## src/rtl/hazard_fwd_unit.sv

```systemverilog
// rtl/hazard_fwd_unit.sv - ID-stage hazard detection and operand forwarding select for the 5-stage pipeline
// Optional feature macro: JAL_FWD_EN (forward pc+8 from WB as ctr 7 instead of stalling).
module hazard_fwd_unit #(
   parameter int REG_AW = 5,
   parameter int CTR_W  = 3
) (
   input  logic              clk,
   input  logic              rst,
   input  logic [REG_AW-1:0] A1_ID,
   input  logic [REG_AW-1:0] A2_ID,
   input  logic              use_rs_ID,
   input  logic              use_rt_ID,
   input  logic              RegWrite_ID,
   input  logic [REG_AW-1:0] A3_ID,
   input  logic [1:0]        MemtoReg_ID,
   output logic              Stall,
   output logic [CTR_W-1:0]  Rd1_Fwd_ctr,
   output logic [CTR_W-1:0]  Rd2_Fwd_ctr
);

   logic              r_v_ex, r_v_mem, r_v_wb;
   logic [REG_AW-1:0] r_a3_ex, r_a3_mem, r_a3_wb;
   logic [1:0]        r_mtr_ex, r_mtr_mem, r_mtr_wb;

   logic [CTR_W:0]    w_rs, w_rt;

   // Each lookup returns {stall, ctr} for a matching writer in that stage.
   function automatic logic [CTR_W:0] f_ex(input logic [1:0] mtr);
      if (mtr == 2'd3) return {1'b0, CTR_W'(1)};
      return {1'b1, CTR_W'(0)};
   endfunction

   function automatic logic [CTR_W:0] f_mem(input logic [1:0] mtr);
      case (mtr)
         2'd3:    return {1'b0, CTR_W'(2)};
         2'd0:    return {1'b0, CTR_W'(3)};
         default: return {1'b1, CTR_W'(0)};
      endcase
   endfunction

   function automatic logic [CTR_W:0] f_wb(input logic [1:0] mtr);
      case (mtr)
         2'd3:    return {1'b0, CTR_W'(4)};
         2'd0:    return {1'b0, CTR_W'(5)};
         2'd1:    return {1'b0, CTR_W'(6)};
`ifdef JAL_FWD_EN
         default: return {1'b0, CTR_W'(7)};
`else
         default: return {1'b1, CTR_W'(0)};
`endif
      endcase
   endfunction

   // A nonzero read address matching a3 implies a3 != 0, so liveness reduces to valid.
   function automatic logic [CTR_W:0] f_resolve(
      input logic [REG_AW-1:0] a,
      input logic              u,
      input logic              v_ex,  input logic [REG_AW-1:0] a3_ex,  input logic [1:0] mtr_ex,
      input logic              v_mem, input logic [REG_AW-1:0] a3_mem, input logic [1:0] mtr_mem,
      input logic              v_wb,  input logic [REG_AW-1:0] a3_wb,  input logic [1:0] mtr_wb
   );
      if (!u || a == '0)              return '0;
      if (v_ex  && a3_ex  == a)       return f_ex(mtr_ex);
      if (v_mem && a3_mem == a)       return f_mem(mtr_mem);
      if (v_wb  && a3_wb  == a)       return f_wb(mtr_wb);
      return '0;
   endfunction

   always_comb begin
      w_rs = f_resolve(A1_ID, use_rs_ID,
                       r_v_ex, r_a3_ex, r_mtr_ex, r_v_mem, r_a3_mem, r_mtr_mem,
                       r_v_wb, r_a3_wb, r_mtr_wb);
      w_rt = f_resolve(A2_ID, use_rt_ID,
                       r_v_ex, r_a3_ex, r_mtr_ex, r_v_mem, r_a3_mem, r_mtr_mem,
                       r_v_wb, r_a3_wb, r_mtr_wb);
   end

   assign Stall       = w_rs[CTR_W] | w_rt[CTR_W];
   assign Rd1_Fwd_ctr = w_rs[CTR_W-1:0];
   assign Rd2_Fwd_ctr = w_rt[CTR_W-1:0];

   always_ff @(posedge clk) begin
      if (rst) begin
         r_v_ex  <= 1'b0;
         r_v_mem <= 1'b0;
         r_v_wb  <= 1'b0;
      end else begin
         r_v_wb    <= r_v_mem;
         r_a3_wb   <= r_a3_mem;
         r_mtr_wb  <= r_mtr_mem;
         r_v_mem   <= r_v_ex;
         r_a3_mem  <= r_a3_ex;
         r_mtr_mem <= r_mtr_ex;
         r_v_ex    <= RegWrite_ID & ~Stall;
         r_a3_ex   <= A3_ID;
         r_mtr_ex  <= MemtoReg_ID;
      end
   end

endmodule

```

## config.mk

```make
export PLATFORM = sky130hd
export DESIGN_NAME = hazard_fwd_unit
export DESIGN_NICKNAME = d
export VERILOG_FILES = /design/src/rtl/hazard_fwd_unit.sv
export SDC_FILE = /design/constraint.sdc
export NUM_CORES = 1
export LEC_CHECK = 0
export BUFFER_PORTS_ARGS = -buffer_cell sky130_fd_sc_hd__buf_4
export CORE_MARGIN = 10
export CORE_UTILIZATION = 57
export CTS_CLUSTER_DIAMETER = 150
export DETAILED_ROUTE_END_ITERATION = 8
export PLACE_DENSITY_LB_ADDON = 0.12
export SYNTH_ARGS = -nofsm -noshare
export SYNTH_HDL_FRONTEND = slang
export SYNTH_SLANG_ARGS = --single-unit
```

## constraint.sdc

```tcl
create_clock -name clk -period 4.1 [get_ports clk]
set_input_delay 0.41 -clock clk [delete_from_list [all_inputs] [get_ports clk]]
set_output_delay 0.41 -clock clk [all_outputs]
set_load 0.005 [all_outputs]
```

Yosys cells after proc, flatten, opt, wreduce, memory -nomap -nowiden. Index checks and enable logic that the tools add are counted.

Equal/unequal tests: 10. Mux-type cells: 46. Bitwise operators: 3. Reductions and logical operators: 14.

Operators with widths (number): $mux W4 (19); $eq A5 B5 Y1 (6); $mux W1 (25); $pmux W4 S3 (1); $logic_not A5 Y1 (2); $pmux W4 S2 (1); $eq A2 B2 Y1 const B (3); $logic_and A1 B1 Y1 (6); $logic_not A2 Y1 (2); $eq A2 B1 Y1 const B (1); $logic_not A1 Y1 (2); $logic_or A1 B1 Y1 (2); $and A1 B1 Y1 (1); $not A1 Y1 (1); $or A1 B1 Y1 (1).

Register bits: 24. Input bits: 22. Output and inout bits: 7. Word-level logic and storage cells: 82.

Logic depth before layout (Yosys ltp). Gate-level depths: netlist of run 1.

Depth after elaboration: 16. Depth in mapped cells: 6. Gate-level depth less buffers: 6.

Worst setup path after synthesis of run 1. No wires, ideal clock.

Path type: register -> output. Start point: register r_a3_mem[3]. End point: output Stall. Arrival: 1.567 ns. Required time: 3.690 ns. Slack: 2.123 ns. Cell stages (with the launch flop): 6. Path buffers: 0. Cells stage by stage: edfxtp_1 -> xnor2_1 -> nand3_1 -> o211a_1 -> a221o_1 -> a22o_2.

Word-level cells in the longest chain between the ends: 9. Elaborated cells between the ends (all ways): 23. Those cells by class: eq/ne: 2; mux: 18; bitwise: 1; reduce/logical: 2.

RTL lines: start, declared (line 22) `logic [REG_AW-1:0] r_a3_ex, r_a3_mem, r_a3_wb;`; start signal, assigned (line 92) `r_a3_mem <= r_a3_ex;`; $eq A5 B5 Y1 (line 64) `if (v_mem && a3_mem == a) return f_mem(mtr_mem);`; $logic_and A1 B1 Y1 (line 64); $mux W4 or $mux W1 (tied branches) (line 64); $mux W4 or $mux W1 (tied branches) (line 65, 64); $mux W4 or $mux W1 (tied branches) (line 66, 63); $mux W4 (line 65) `if (v_wb && a3_wb == a) return f_wb(mtr_wb);`; $mux W4 (line 64); $mux W4 (line 63) `if (v_ex && a3_ex == a) return f_ex(mtr_ex);`; $or A1 B1 Y1 (*) (line 78) `assign Stall = w_rs[CTR_W] | w_rt[CTR_W];`; end, declared (line 16) `output logic Stall,`.

Every way passes the cells marked *; elsewhere a longest branch is shown, timed or not. The select of a mux whose other input is x is not followed.

Final worst setup path of run 1. Same ends and word-level chain as after synthesis.

==> results.sh, run 1 <==
export IMPL_most_common_layout_cells="buf_4, edfxtp_1, xor2_1, xnor2_1, nor3_1"
export IMPL_mostFrequentLayoutCell="buf_4"
export IMPL_rsz0062_at_grt="no"
export IMPL_area_sequential_sq_um=691
export IMPL_totalPowerFinal_uw=506
export IMPL_power_static_leakage_uw=0.000616
export IMPL_setup_worst_path_start_class="register"
export IMPL_fin_crit_sh=0.653
export IMPL_tritoncts="done"
export IMPL_instance_count_after_placement_with_tap_cells_included=169
export IMPL_timing_final_crit_period_ps=2680
export IMPL_synth_xor_area_frac=0.200
export IMPL_initial_core_util=0.593
export IMPL_clock_tree_htree_level_count=1
export IMPL_gp_congestion=0.947
export IMPL_worst_slew_margin_rel=0.439
export IMPL_clock_skew_ps=0.536
export IMPL_path_type_of_the_worst_setup_path="register to output port"
export IMPL_nNetsFinal=169
export IMPL_synth_yosys_seq_area_share=0.526
export IMPL_ys_ff_latch=24
export IMPL_grt_antenna_before_repair=0
export IMPL_syn2layout_area_growth_pct=21.4
export IMPL_worst_slew_pin_slew_ps=841
export IMPL_drive_above_1_share=0.248
export IMPL_syn_area_sq_um=1310
export IMPL_clk_insertion_delay_late_ps=320
export IMPL_complex_gate_fraction_of_the_synthesized_area=0.101
export IMPL_crit_path_top_delay_cell="edfxtp_1"
export IMPL_grt_util_all_layers=0.143
export IMPL_holdCritPathClass="primary input to register"
export IMPL_gr_total_overflow=0
export IMPL_data_required_critical_path_ps=3690
export IMPL_numClockSinks=24
export IMPL_die_area_sq_um=4620
export IMPL_critPathCaptureType="output port"
export IMPL_vdd_ir_drop_max_v=0.000248
export IMPL_yosys_warnings=0
export IMPL_critical_path_cell_sequence="xnor2_1 -> nand3_1 -> o211a_1 -> a221o_1 -> a22o_2 -> buf_4"
export IMPL_syn_instance_count=113
export IMPL_post_synth_top_area_fraction=0.480
export IMPL_drv_max_cap_violation_count=0
export IMPL_multi_input_area_sq_um=607
export IMPL_ant_nets=0
export IMPL_clockRootBuffer="clkbuf_4"
export IMPL_finalSetupTns_ps=0
export IMPL_drt_drc_violations_left=0
export IMPL_grt_pass1_vias=1053
export IMPL_mappedNetlistNets=136
export IMPL_std_cell_rows=17
export IMPL_chipWidth_um=68.0
export IMPL_post_layout_nonfiller_instances=173
export IMPL_avgRoutedWirePerCell_um=17.5
export IMPL_core_area_sq_um=2210
export IMPL_post_cts_resized=0
export IMPL_dominant_combinational_cell_family_by_area_after_synthesis="XOR/XNOR gates"
export IMPL_final_hold_violation_count=0
export IMPL_buffer_ports_inserted=28
export IMPL_fill_cells=175
export IMPL_hold_buffers=0
export IMPL_clock_path_buffers=2
export IMPL_num_antenna_cells=0
export IMPL_drt_pass1_iterations=4
export IMPL_yosysUniqueCellTypes=27
export IMPL_postCtsSetupRepairBufs=0
export IMPL_post_synth_cell_area_avg_sq_um=11.6
export IMPL_critical_path_arrival_ps=2270
export IMPL_grt_start_max_net_pins=23
export IMPL_yosys_area_share_adder=0.00953
export IMPL_post_synth_main_area_contributors="edfxtp_1, xor2_1, xnor2_1"
export IMPL_muxShareOfSynthArea=0
export IMPL_dr_total_vias=1009
export IMPL_num_io_pins=29
export IMPL_dp_hpwl_mm=2.32
export IMPL_critical_path_max_stage_delay_ps=460
export IMPL_drt_iter0_drc=37
export IMPL_final_max_slew_violation_count=0
export IMPL_cts_inserted_buffers=3
export IMPL_yosys_area_share_simple=0.152
export IMPL_power_density_nw_per_um2=318
export IMPL_route_detailed_vias_per_inst=5.83
export IMPL_finalSetupViolCount=0
export IMPL_die_height_um=68.0
export IMPL_synth_largest_area_cell="edfxtp_1"
export IMPL_worstPathMaxFanout=4
export IMPL_routed_wirelength_mm=3.03
export IMPL_cts_reportedPaths_clkPinSlew_ps=130
export IMPL_fmax_ghz=0.373
export IMPL_grt_pass1_wl_mm=4.91
export IMPL_run_status="complete, no violations"
[cells by family (layout without fill, tap and decap cells)]
| group | after synthesis | count (layout) |
|---|---|---|
| AND/OR/NAND/NOR | 38 | 38 |
| XOR/XNOR | 30 | 30 |
| flip-flops | 24 | 24 |
| AO/OA/AOI/OAI | 16 | 16 |
| buffers and inverters | 4 | 36 |
| adder cells (fa/ha/maj) | 1 | 1 |
[synthesized netlist by cell type]
library cell / count
nand4_1: 1
o21ai_1: 1
inv_1: 4
nand2_1: 6
nor3_2: 1
dfxtp_1: 3
ha_1: 1
or2_2: 1
nand3_1: 4
o211a_1: 2
or4_1: 2
and3_1: 1
nor2_1: 6
nor4_1: 2
a31oi_1: 4
nor3_1: 8
a211oi_1: 2
edfxtp_1: 21
nor2b_1: 4
a221oi_2: 1
a22o_2: 1
o21ai_0: 1
xor2_1: 16
a311oi_1: 2
a221o_1: 2
and2_1: 2
xnor2_1: 14
[final timing paths]
| path | start | end | cells past startpoint | slack [ps] |
|---|---|---|---|---|
| setup / recovery | r_a3_mem[3] | Stall | 6 | 1420 |
| hold / removal | rst | r_v_wb | 2 | 240 |
| setup reg to reg | r_a3_mem[3] | r_v_ex | 5 | 2230 |
| hold reg to reg | r_mtr_mem[0] | r_mtr_wb[0] | 0 | 460 |
[sequential cells by signal (all words and copies together), names as in the netlist]
name       flops
r_a3_ex        5
r_a3_wb        5
r_mtr_wb       2
r_v_mem        1
r_v_ex         1
r_v_wb         1
r_a3_mem       5
r_mtr_mem      2
r_mtr_ex       2
[stage by stage]
step | setup WS [ps] | hold slack, ps | area, sq um | utilization
global placement | 1750 | 430 | 1560 | 0.704
detailed placement | 1760 | 436 | 1560 | 0.704
global route | 1320 | 225 | 1590 | 0.721
CTS | 1440 | 229 | 1590 | 0.721
floorplan | 2120 | 426 | 1310 | -
finish | 1420 | 241 | 1590 | 0.721
[critical path: cells and delay by family (launching register included)]
family                 cells  cell delay, ps
AO/OA/AOI/OAI              3             910
flip-flops                 1             460
XOR/XNOR                   1             270
AND/OR/NAND/NOR            1             160
buffers and inverters      1             130
[power breakdown]
part / switching (uW) / internal (uW)
Combinational: 40.5 / 39.0
Sequential: 15.1 / 285
Clock: 72.2 / 54.4
[per-layer routing]
layer	GRT usage	vias up	part of all wire
met5	0	-	0
met4	0.0754	0	0.021
met3	0.0343	7	0.065
met2	0.226	39	0.47
met1	0.176	479	0.45
li1	-	484	-
[cell type report]
type | count | area share
well taps | 28 | 0.0220
clock buffers | 4 | 0.0228
flip-flops and latches | 24 | 0.433
repair buffers | 28 | 0.132
inverters | 4 | 0.00942
multi-input cells | 85 | 0.381
(Power assumes the default switching activity.)
==> run 2: changes to the inputs <==
--- a/config.mk
+++ b/config.mk
@@ -5,9 +5,10 @@
 export SDC_FILE = /design/constraint.sdc
 export NUM_CORES = 1
 export LEC_CHECK = 0
+export ABC_AREA = 1
 export BUFFER_PORTS_ARGS = -buffer_cell sky130_fd_sc_hd__buf_4
 export CORE_MARGIN = 10
-export CORE_UTILIZATION = 57
+export CORE_UTILIZATION = 50
 export CTS_CLUSTER_DIAMETER = 150
 export DETAILED_ROUTE_END_ITERATION = 8
 export PLACE_DENSITY_LB_ADDON = 0.12
==> constraint.sdc (replaced) <==
create_clock -name clk -period 2.25 [get_ports clk]
set_input_delay 0.225 -clock clk [delete_from_list [all_inputs] [get_ports clk]]
set_output_delay 0.225 -clock clk [all_outputs]
set_load 0.005 [all_outputs]
==> run 2 against run 1 <==
Compared with the run above:
- synthesized cell count is 95% higher
- sequential power is 81% higher
- sequential share of layout area is 7.3 points lower
- final cell count is 71% higher
- die area is 28% higher
- highest routed layer unchanged
- clock skew is 2.3 ps higher
- largest cell class is now multi-input gates
- via count is 43% higher
- setup slack worse by 1100 ps
- register-to-register slack worse by 1400 ps
- sequential cell count stayed put
- first-iteration DRC count grew to 2.6 times the previous value
- area after synthesis is 24% higher
- critical endpoint unchanged
==> results.sh, run 2 <==
export IMPL_run_status="complete, no violations"
export IMPL_mostFrequentLayoutCell="nand2_1"
export IMPL_timing_final_crit_period_ps=1980
export IMPL_syn_instance_count=220
export IMPL_fmax_ghz=0.506
export IMPL_drt_pass1_iterations=4
export IMPL_holdPathEnd="r_v_mem"
export IMPL_crit_path_top_delay_cell="edfxtp_1"
export IMPL_critPathCaptureType="output port"
export IMPL_mappedNetlistNets=243
export IMPL_grt_start_max_net_pins=23
export IMPL_yosys_warnings=0
export IMPL_dp_hpwl_mm=3.03
export IMPL_nNetsFinal=276
export IMPL_buffer_ports_inserted=28
export IMPL_worst_path_buf_inv=2
export IMPL_top_ff_cell_synth="edfxtp_1"
export IMPL_cts_inserted_buffers=3
export IMPL_clk_insertion_delay_late_ps=310
export IMPL_ant_nets=0
export IMPL_critical_path_cell_sequence="inv_1 -> nand2_1 -> nand2_1 -> nor2_2 -> nand3_2 -> nor2_2 -> nand2_1 -> nand3_2 -> nand2_2 -> buf_4"
export IMPL_gr_total_overflow=0
export IMPL_detailroute_wirelength_met2_mm=1.60
export IMPL_worstPathMaxFanout=5
export IMPL_yosysUniqueCellTypes=24
export IMPL_post_cts_resized=0
export IMPL_tritoncts="done"
export IMPL_critical_path_top_delay_family="simple AND/OR/NAND/NOR gates"
export IMPL_clock_path_buffers=2
export IMPL_critical_hold_path_startpoint="rst"
export IMPL_syn_area_sq_um=1630
export IMPL_avgRoutedWirePerCell_um=12.5
export IMPL_power_static_leakage_uw=0.000921
export IMPL_postCtsSetupRepairBufs=0
export IMPL_setup_worst_path_start_class="register"
export IMPL_regToRegSetupSlack_ps=830
export IMPL_final_max_slew_violation_count=0
export IMPL_die_height_um=77.1
export IMPL_num_io_pins=29
export IMPL_registers_with_the_most_flip_flops="r_a3_ex (5), r_a3_mem (5), r_a3_wb (5)"
export IMPL_syn2layout_area_growth_pct=17.9
export IMPL_chipWidth_um=77.1
export IMPL_synth_largest_area_cell="edfxtp_1"
export IMPL_initial_core_util=0.529
export IMPL_clockRootBuffer="clkbuf_4"
export IMPL_dpl_instance_area_sq_um=1890
export IMPL_cp_startpoint="r_a3_mem[3]"
export IMPL_synth_async_sr_flop_share=0
export IMPL_wl_met1_mm=1.76
export IMPL_dr_total_vias=1444
export IMPL_vdd_ir_drop_max_v=0.000354
export IMPL_synth_yosys_seq_area_share=0.424
export IMPL_regToRegEndpoint="r_v_ex"
export IMPL_drt_drc_violations_left=0
export IMPL_worstHoldPathCells=2
export IMPL_numClockSinks=24
export IMPL_grt_pass1_wl_mm=6.20
export IMPL_critical_path_max_stage_delay_ps=450
export IMPL_std_cell_rows=20
export IMPL_route_detailed_vias_per_inst=4.88
export IMPL_cp_common_cell="nand2_1"
export IMPL_dr_max_layer_used="met4"
export IMPL_core_area_sq_um=3080
export IMPL_gp_congestion=0.952
export IMPL_final_hold_violation_count=0
export IMPL_routed_wirelength_mm=3.71
export IMPL_die_area_sq_um=5940
export IMPL_clock_skew_ps=2.84
export IMPL_hold_buffers=0
export IMPL_post_synth_cell_area_avg_sq_um=7.40
export IMPL_worst_slew_pin_slew_ps=294
export IMPL_holdCritPathClass="primary input to register"
export IMPL_post_synth_top_count_cell="nand2_1"
export IMPL_num_antenna_cells=0
export IMPL_post_synth_top_area_fraction=0.387
export IMPL_post_synth_main_area_contributors="edfxtp_1, nand2_1, inv_1"
export IMPL_path_type_of_the_worst_setup_path="register to output port"
export IMPL_met3WireLength_um=302
export IMPL_finalSetupViolCount=0
export IMPL_fin_crit_sh=0.879
export IMPL_number_of_synthesized_flops_with_an_enable_pin=21
export IMPL_r2r_start="r_a3_mem[3]"
export IMPL_drt_iter0_drc=95
export IMPL_clock_tree_htree_level_count=1
export IMPL_grt_pass1_vias=1389
export IMPL_reg2reg_depth=10
export IMPL_drive_above_1_share=0.278
export IMPL_finalSetupTns_ps=0
export IMPL_worst_slew_margin_rel=0.803
export IMPL_ys_ff_latch=24
export IMPL_ys_top_cells_by_count="nand2_1, inv_1, edfxtp_1, nor2_1, nand3_1"
export IMPL_finish_instance_area_sq_um=1920
export IMPL_critical_path_arrival_ps=1750
export IMPL_drv_max_cap_violation_count=0
export IMPL_grt_antenna_before_repair=0
export IMPL_cts_reportedPaths_clkPinSlew_ps=130
export IMPL_power_density_nw_per_um2=479
export IMPL_cp_depth=10
export IMPL_most_common_layout_cells="nand2_1, buf_4, inv_1, edfxtp_1, nor2_1"
export IMPL_grt_util_all_layers=0.124
export IMPL_rsz0062_at_grt="no"
export IMPL_data_required_critical_path_ps=2030
## run 2: cell count changes in the layout (fill, tap and decap cells not counted), sizes merged, moves of 4 or more
cell   previous run  this run
xor2             16         0
inv               4        37
nor2b             4         0
xnor2            14         2
nor2              6        30
o21ai             2         9
nand2             6        79
a21oi             0         7
nand3             4        17
## run 2: layout make-up
cell class	count	area [sq um]
Fill cell	284	1160
Multi-Input combinational cell	158	791
Sequential cell	24	691
Timing Repair Buffer	29	218
Inverter	37	139
Tap cell	44	55.1
Clock buffer	4	26.3
## run 2: worst register-to-register path, cell delays in order, from the launching register on
cell      delay (ps)
edfxtp_1         450
inv_1             90
nand2_1           70
nand2_1           60
nor2_2           130
nand3_2          140
nor2_2           130
nand2_1           80
nand3_2           80
nand2_2           80
nor2_2            70
## run 2: kinds of logic after synthesis
group,synth area share
and+or+nand+nor,0.414
xor gates and xnor gates,0.0108
DFF,0.424
AOI/OAI and AO/OA,0.0530
adders and majority gates,0.00769
buffers and inverters,0.0899
## run 2: worst max-delay path by stage
stage	to
floorplan	Rd1_Fwd_ctr[2]
global placement	Stall
detailed placement	Stall
CTS	Stall
global route	Rd1_Fwd_ctr[0]
finish	Stall
## run 2: layer usage
metal,vias up,track usage
li1,763,-
met1,620,0.164
met2,57,0.191
met3,4,0.0303
met4,0,0.0401
met5,-,0
## run 2: per-stage QoR
stage / setup WS [ps] / hold slack, ps / cells / power, uW / utilization
floorplan: 912 / 296 / 220 / 667 / -
global placement: 641 / 403 / 292 / 735 / 0.615
detailed placement: 621 / 405 / 292 / 737 / 0.615
CTS: 260 / 66.6 / 296 / 927 / 0.624
global route: 82.0 / 67.0 / 296 / 966 / 0.624
finish: 272 / 72.3 / 296 / 919 / 0.624
## run 2: power by group
part           switching [uW]  total [uW]  leakage (uW)  internal, uW
Clock                     123         192     0.0000150          69.1
Combinational             110         183      0.000675          73.1
Sequential               25.5         544      0.000230           519
==> run 3: changes to the inputs <==
--- a/config.mk
+++ b/config.mk
@@ -7,6 +7,7 @@
 export LEC_CHECK = 0
 export ABC_AREA = 1
 export BUFFER_PORTS_ARGS = -buffer_cell sky130_fd_sc_hd__buf_4
+export CORE_ASPECT_RATIO = 0.9
 export CORE_MARGIN = 10
 export CORE_UTILIZATION = 50
 export CTS_CLUSTER_DIAMETER = 150
==> run 3 against run 2 <==
Compared with the run above:
- critical path depth down 4
- clock skew is essentially flat
- sequential power barely moved
- non-clock buffer count unchanged
- final area decreased by 0.13%
- global-route usage grew 0.49 points
- fmax down 1.3%
- setup slack lost 27 ps
- largest cell class unchanged
==> results.sh, run 3 (synthesized netlist as in run 2, its figures left out) <==
export IMPL_core_area_sq_um=3090
export IMPL_gr_total_overflow=0
export IMPL_final_max_slew_violation_count=0
export IMPL_post_layout_nonfiller_instances=294
export IMPL_tritoncts="done"
export IMPL_drt_drc_violations_left=0
export IMPL_ant_nets=0
export IMPL_grt_util_all_layers=0.129
export IMPL_power_static_leakage_uw=0.000921
export IMPL_drt_pass1_iterations=4
export IMPL_initial_core_util=0.527
export IMPL_drive_above_1_share=0.278
export IMPL_nNetsFinal=276
export IMPL_data_required_critical_path_ps=2030
export IMPL_critical_path_arrival_ps=1780
export IMPL_buffer_ports_inserted=28
export IMPL_grt_pass1_vias=1350
export IMPL_grt_start_max_net_pins=23
export IMPL_clockRootBuffer="clkbuf_4"
export IMPL_mostFrequentLayoutCell="nand2_1"
export IMPL_power_frac_seq=0.591
export IMPL_std_cell_rows=19
export IMPL_gp_congestion=0.863
export IMPL_finalSetupTns_ps=0
export IMPL_path_type_of_the_worst_setup_path="register to output port"
export IMPL_critical_path_top_delay_family="flip-flops"
export IMPL_rsz0062_at_grt="no"
export IMPL_post_cts_resized=0
export IMPL_critical_hold_path_startpoint="rst"
export IMPL_dr_total_vias=1457
export IMPL_run_status="complete, no violations"
export IMPL_reg2reg_depth=9
export IMPL_clock_skew_ps=2.93
export IMPL_syn2layout_area_growth_pct=17.8
export IMPL_holdPathEnd="r_v_mem"
export IMPL_fmax_ghz=0.499
export IMPL_timing_final_crit_period_ps=2000
export IMPL_switching_share=0.283
export IMPL_routed_wirelength_mm=3.67
export IMPL_registers_with_the_most_flip_flops="r_a3_ex (5), r_a3_mem (5), r_a3_wb (5)"
export IMPL_holdCritPathClass="primary input to register"
export IMPL_final_hold_violation_count=0
export IMPL_instance_count_after_placement_with_tap_cells_included=290
export IMPL_regToRegEndpoint="r_v_ex"
export IMPL_clock_tree_htree_level_count=1
export IMPL_avgRoutedWirePerCell_um=12.5
export IMPL_power_share_clock=0.210
export IMPL_vdd_ir_drop_max_v=0.000390
export IMPL_numClockSinks=24
export IMPL_grt_antenna_before_repair=0
export IMPL_critical_path_max_stage_delay_ps=510
export IMPL_finalSetupViolCount=0
export IMPL_die_area_sq_um=5940
export IMPL_net_switching_power_uw=261
export IMPL_grt_pass1_wl_mm=6.22
export IMPL_postCtsSetupRepairBufs=0
export IMPL_hold_buffers=0
export IMPL_most_common_layout_cells="nand2_1, buf_4, inv_1, edfxtp_1, nor2_1"
export IMPL_power_density_nw_per_um2=481
export IMPL_worst_path_buf_inv=2
export IMPL_fill_cells=305
export IMPL_worst_slew_margin_rel=0.795
export IMPL_num_io_pins=29
export IMPL_clock_path_buffers=2
export IMPL_finish_utilization=0.620
export IMPL_power_internal_uw=661
export IMPL_chipWidth_um=80.1
export IMPL_worstHoldPathCells=2
export IMPL_r2r_start="r_a3_mem[4]"
export IMPL_die_height_um=74.1
export IMPL_clk_insertion_delay_late_ps=300
export IMPL_fin_crit_sh=0.891
export IMPL_dp_hpwl_mm=3.04
export IMPL_crit_path_top_delay_cell="edfxtp_1"
export IMPL_drt_iter0_drc=171
export IMPL_worst_slew_pin_slew_ps=304
export IMPL_route_detailed_vias_per_inst=4.96
export IMPL_worstPathMaxFanout=5
export IMPL_setup_worst_path_start_class="register"
export IMPL_pwr_share_comb=0.199
export IMPL_num_antenna_cells=0
export IMPL_critical_path_cell_sequence="o21ai_0 -> nor2_2 -> nand3_2 -> inv_1 -> nor4_1 -> buf_4"
export IMPL_cts_inserted_buffers=3
export IMPL_regToRegSetupSlack_ps=850
export IMPL_cts_reportedPaths_clkPinSlew_ps=130
export IMPL_critPathCaptureType="output port"
export IMPL_drv_max_cap_violation_count=0
## run 3: how the worst max path moves through the flow
stage,end,cells after the start,start
floorplan,Rd1_Fwd_ctr[2],5,r_a3_mem[4]
global placement,Rd1_Fwd_ctr[2],6,r_a3_mem[4]
detailed placement,Rd1_Fwd_ctr[2],6,r_a3_mem[4]
CTS,Rd1_Fwd_ctr[2],6,r_a3_mem[4]
global route,Stall,10,r_a3_mem[3]
finish,Rd1_Fwd_ctr[2],6,r_a3_mem[4]
## run 3: stage by stage
stage               power (uW)  setup WS [ps]  hold slack [ps]  cell area [sq um]
floorplan                  667            912              296               1630
global placement           735            662              403               1890
detailed placement         738            627              405               1890
CTS                        926            272             70.8               1920
global route               976            101             58.6               1920
finish                     922            246             81.6               1920
## run 3: layout make-up
class	instances	area, sq um	share of cell area
Multi-Input combinational cell	158	791	0.413
Sequential cell	24	691	0.360
Timing Repair Buffer	29	218	0.114
Inverter	37	139	0.0725
Tap cell	42	52.6	0.0274
Clock buffer	4	26.3	0.0137
## run 3: power by group through the flow
stage | Combinational (uW) | Sequential (uW) | Clock, uW
2_1_floorplan | 120 | 547 | 0
3_3_place_gp | 181 | 554 | 0
3_5_place_dp | 183 | 555 | 0
4_1_cts | 183 | 545 | 198
5_1_grt | 206 | 550 | 221
6_report | 183 | 545 | 194
## run 3: layer usage
layer  wire (um)  GRT usage  part of all wire  vias up
li1            -          -                 -      763
met1        1820      0.187              0.49      648
met2        1540      0.192              0.42       44
met3         301     0.0277             0.082        2
met4          16     0.0234            0.0044        0
met5           0          0                 0        -
